**src/rtl/speck_pkg.sv**
```systemverilog
// Shared SPECK128/128 definitions: word geometry, rotate amounts, key-schedule
// state encoding and the rotate helpers also used by the round stage.
package speck_pkg;

  localparam int WORD           = 64;
  localparam int ALPHA          = 8;
  localparam int BETA           = 3;
  localparam int ROUNDS_128_128 = 32;
  localparam int IDX_W          = $clog2(ROUNDS_128_128);

  typedef enum logic [1:0] {
    IDLE,
    PRESENT,
    COMPUTE,
    FINISH
  } ks_state_e;

  function automatic logic [WORD-1:0] ror(input logic [WORD-1:0] x, input int unsigned r);
    return (x >> r) | (x << (WORD - r));
  endfunction

  function automatic logic [WORD-1:0] rol(input logic [WORD-1:0] x, input int unsigned r);
    return (x << r) | (x >> (WORD - r));
  endfunction

endpackage

```
**src/rtl/speck_key_step.sv**
```systemverilog
// One SPECK128/128 key-schedule step: (k, l, i) -> (k', l').
// Purely combinational so an unrolled schedule can chain copies of it.
module speck_key_step
  import speck_pkg::*;
(
  input  logic [WORD-1:0]  k_i,
  input  logic [WORD-1:0]  l_i,
  input  logic [IDX_W-1:0] round_i,
  output logic [WORD-1:0]  k_o,
  output logic [WORD-1:0]  l_o
);

  // The 64-bit sum wraps; the round index enters zero-extended.
  assign l_o = (k_i + ror(l_i, ALPHA)) ^ {{(WORD - IDX_W){1'b0}}, round_i};
  assign k_o = rol(k_i, BETA) ^ l_o;

endmodule

```
**src/rtl/speck_key_schedule.sv**
```systemverilog
// On-demand SPECK128/128 key expansion: presents k_0..k_{ROUNDS-1} one at a
// time on a valid/ready handshake, holding only the current (k, l) pair.
module speck_key_schedule
  import speck_pkg::*;
#(
  parameter int ROUNDS = ROUNDS_128_128
) (
  input  logic              clk,
  input  logic              rst_n,
  input  logic              start,
  input  logic [2*WORD-1:0] key,
  output logic [WORD-1:0]   subkey,
  output logic              subkey_valid,
  input  logic              subkey_ready,
  output logic [IDX_W-1:0]  round_idx,
  output logic              busy,
  output logic              done
);

  localparam logic [IDX_W-1:0] LAST_IDX = IDX_W'(ROUNDS - 1);

  ks_state_e        state_q, state_d;
  logic [WORD-1:0]  k_q, k_d;
  logic [WORD-1:0]  l_q, l_d;
  logic [IDX_W-1:0] i_q, i_d;
  logic             busy_q, busy_d;
  logic [WORD-1:0]  k_next;
  logic [WORD-1:0]  l_next;

  speck_key_step u_step (
    .k_i     (k_q),
    .l_i     (l_q),
    .round_i (i_q),
    .k_o     (k_next),
    .l_o     (l_next)
  );

  always_ff @(posedge clk) begin
    if (!rst_n) begin
      state_q <= IDLE;
      k_q     <= '0;
      l_q     <= '0;
      i_q     <= '0;
      busy_q  <= 1'b0;
    end else begin
      state_q <= state_d;
      k_q     <= k_d;
      l_q     <= l_d;
      i_q     <= i_d;
      busy_q  <= busy_d;
    end
  end

  // The last handshake goes to FINISH, so the counter never passes LAST_IDX.
  always_comb begin
    state_d = state_q;
    k_d     = k_q;
    l_d     = l_q;
    i_d     = i_q;
    busy_d  = busy_q;
    unique case (state_q)
      IDLE: begin
        if (start) begin
          k_d     = key[WORD-1:0];
          l_d     = key[2*WORD-1:WORD];
          i_d     = '0;
          busy_d  = 1'b1;
          state_d = PRESENT;
        end
      end
      PRESENT: begin
        if (subkey_ready) begin
          state_d = (i_q == LAST_IDX) ? FINISH : COMPUTE;
        end
      end
      COMPUTE: begin
        k_d     = k_next;
        l_d     = l_next;
        i_d     = i_q + 1'b1;
        state_d = PRESENT;
      end
      FINISH: begin
        busy_d  = 1'b0;
        state_d = IDLE;
      end
      default: state_d = IDLE;
    endcase
  end

  assign subkey       = k_q;
  assign round_idx    = i_q;
  assign subkey_valid = (state_q == PRESENT);
  assign done         = (state_q == FINISH);
  assign busy         = busy_q;

endmodule

```
**config.mk**
```make
export PLATFORM = sky130hd
export DESIGN_NAME = speck_key_schedule
export DESIGN_NICKNAME = d
export VERILOG_FILES = /design/src/rtl/speck_pkg.sv /design/src/rtl/speck_key_step.sv /design/src/rtl/speck_key_schedule.sv
export SDC_FILE = /design/constraint.sdc
export NUM_CORES = 1
export LEC_CHECK = 0
export CAP_MARGIN = 30
export CORE_ASPECT_RATIO = 0.75
export CORE_MARGIN = 1
export CORE_UTILIZATION = 50
export CTS_CLUSTER_SIZE = 8
export DETAILED_ROUTE_END_ITERATION = 8
export PLACE_DENSITY = 0.8
export SYNTH_ARGS = -nofsm -noshare
export SYNTH_HDL_FRONTEND = slang
export SYNTH_HIERARCHICAL = 1
export SYNTH_SLANG_ARGS = --single-unit
```
**constraint.sdc**
```tcl
create_clock -name clk -period 4.5 [get_ports clk]
set_clock_uncertainty 0.2 [all_clocks]
set_input_delay 0.675 -clock clk [delete_from_list [all_inputs] [get_ports clk]]
set_output_delay 0.675 -clock clk [all_outputs]
set_load 0.1 [all_outputs]
```
==> flow_metrics.tcl <==
set metrics [dict create \
    status "completed" \
    drt-wirelength-per-cell_um 18.0 \
    final_nets 1737 \
    overall_die_width_um 169 \
    cell_type_with_the_highest_aggregate_area_in_the_netlist "dfxtp_1" \
    synth_cell_types 72 \
    synth_enable_flop_cells 0 \
    totalNegativeSetupSlack_ns 0 \
    post-place-cells 1801 \
    grt_util_all_layers_pct 30.5 \
    cp-end-kind "flop" \
    floorplan.initialDensity_pct 51.3 \
    detailroute.via_count 10967 \
    placementRows 45 \
    crit_path_max_fanout 5 \
    mean_post_synth_cell_area_um2 7.39 \
    synth.top_cells.by_count "a21oi_1 (345), nand2_1 (179), dfxtp_1 (136)" \
    setup_viol 0 \
    area_growth_pct 24.2 \
    drv.max_cap_violation_count 0 \
    num_antenna_cells 0 \
    hold_path.class "reg2reg" \
    ioPinCount 204 \
    synth_top_cell_area_share_pct 26.0 \
    grt_most_used_layer "met1" \
    power_density_nw_per_um2 362 \
    drcViolationCount 0 \
    detailedRoute.firstPassIterationCount 5 \
    asyncSetResetFlopFracSynth_pct 0 \
    final-seq-area_um2 2720 \
    max_freq_mhz 254 \
    post-dp-hpwl_um 24700 \
    fp.dieH_um 127 \
    cts.repair.resized 0 \
    finalCriticalPeriod_ns 3.94 \
    most_used_dff_post_synth "dfxtp_1" \
    number_of_design_rule_violations_left_by_the_first_detailed_router_iteration 1291 \
    hold_buffers 0 \
    cts-htree-levels 4 \
    clock_sink_count 136 \
    cts_buffer_depth 2 \
    cts_tree "done" \
    max-slew-margin-rel_pct 30.1 \
    clock_latency_ns 0.43 \
    layout.cells.non_filler 1833 \
    port-buffer-count 203 \
    cts_post_setup_buffers_inserted 0 \
    seq_area_frac_synth_pct 26.0 \
    ys_ff_latch 136 \
    finalMaxSlewViolations 0 \
    post-route-period-util_pct 87.5 \
    global_route_wire_length_before_repair_um 52700 \
    tightestPinTransition_ns 1.04 \
    path_class "reg2reg" \
    final_critical_path_setup_slack_ns 0.563 \
    synth.top_cells.by_area "dfxtp_1 (26%), a21oi_1 (17%), ha_1 (7.8%), xor2_1 (6.6%), nand2_1 (6.4%)" \
    hold-worst-slack_ns 0.294 \
    rd_place_congestion 0.935 \
    total_die_area_um2 21500 \
    post_placement_worst_setup_slack_ns 0.698 \
    initial_antenna_violation_count 0 \
    required_ns 4.65 \
    groute.layer.met3.usage_pct 5.70 \
    antenna_violating_nets_post_route 0 \
    power.ir.vdd_worst_mv 0.215 \
    grt_setup_unrepaired "false" \
    gr-total-overflow 0 \
    multi_input_comb_area_um2 7050 \
    wirelength_um 33000 \
    cts_root_buffer "clkbuf_16" \
    core-area_um2 20400 \
    placedInstanceArea_um2 12400 \
    report.final.hold_viol_count 0 \
    met1_usage_pct 46.7 \
    grt_start_max_net_pins 82 \
    synth_cells 1416 \
    synth_nets 1614 \
    leakagePower_nw 5.17 \
    yosys_warnings 6 \
    vias_per_cell 5.98 \
    crit_arrival_ns 4.09 \
    grt_use_met2_pct 43.9 \
    num-fill-cells 1821 \
    layout.cell_area.non_filler_um2 13000 \
    numCtsBuffers 17 \
    clk_transition_reported_paths_ns 0.06 \
    first_global_vias 9942 \
    yosys.cell_count.top_type "a21oi_1" \
    synth_area_um2 10500 \
    post_route_cells_drive_above_1_share_pct 3.93 \
    setup.worst_path.start_class "flop" \
]
[where the power goes]
group	leakage [nW]	internal, mW	switching [mW]
logic	3.77	0.657	1.22
registers	1.13	1.32	0.125
clock network	0.269	0.820	0.561
total	5.17	2.80	1.91
[kinds of logic after synthesis]
logic type               after synthesis  share of synthesized area (%)
adder cells (fa/ha/maj)               66                           7.97
buffers and inverters                140                           6.64
AND/OR/NAND/NOR                      305                           13.1
AO/OA/AOI/OAI                        637                           34.1
XOR/XNOR                             132                           12.1
flip-flops                           136                           26.0
[metal layers]
metal  wire length [um]  vias to the layer above
li1                   -                     5309
met1              16000                     5131
met2              13700                      504
met3               3010                       23
met4                259                        0
met5                  0                        -
[worst max-delay path, stage by stage, from the launching register on]
cell	delay (ns)
dfxtp_1	0.42
ha_1	0.20
inv_1	0.06
fa_1	0.39
nor2b_1	0.17
o2111a_1	0.21
o21ai_1	0.15
o21a_1	0.24
o311a_1	0.41
o21ai_1	0.54
a211oi_1	0.17
a211oi_2	0.30
xor2_1	0.18
nand2_1	0.06
a21oi_1	0.16
[worst paths after layout]
kind,startpoint,to,slack [ns],depth (start not counted)
min,busy,busy,0.29,2
min reg2reg,busy,busy,0.29,2
max,subkey[0],subkey[58],0.56,14
max reg2reg,subkey[0],subkey[58],0.56,14
[cell usage in the layout (no fill, tap or decap), types with 3 or more instances in the layout]
master           netlist  routed
inv_1                 29      29
o21ai_1               57      57
nand2b_1               6       6
o21ai_0              116     116
nor2b_1                4       4
xnor3_1                3       3
a221oi_1               4       4
a21o_1                26      26
xor3_1                 4       4
nor2_1                31      31
and3_1                 8       8
a21oi_1              345     345
xnor2_1               45      45
nand3_1               15      15
clkdlybuf4s50_1        0     202
nor4_1                 4       4
o21bai_1              17      17
nor3_1                12      12
o21a_1                 8       8
clkinv_2               0       5
nand4_1               28      28
buf_16                 0       3
o31ai_1                3       3
a211oi_1               4       4
or3_1                  3       3
clkinvlp_4             0       5
dfxtp_1              136     136
a22oi_1                3       3
ha_1                  65      65
buf_4                  3       8
xor2_1                79      79
a21boi_0               3       3
and2_1                 4       4
clkbuf_16              0      17
a31oi_1               13      13
nand2_1              179     179
o211ai_1               7       7
[sequential cells by signal, summed over array words and instances, names as in the netlist]
signal     cells
subkey        64
round_idx      5
state_q        2
busy           1
l_q           64
[per-stage QoR]
step | total power, mW | util (%)
final | 4.70 | 63.7
after global routing | 4.90 | 63.7
after CTS | 4.68 | 63.6
after detailed placement | 3.30 | 60.8
after global placement | 3.28 | 60.5
after floorplan | 2.80 | -
[area by class of cell]
type                            instances  share of cell area [%]
Clock inverter                         13                    1.01
Clock buffer                           18                    3.38
Timing Repair Buffer                  215                    16.9
Multi-Input combinational cell       1140                    54.2
Tap cell                              282                    2.72
Sequential cell                       136                    21.0
Inverter                               29                   0.838
Note: power is estimated with default switching activity, not from simulation.
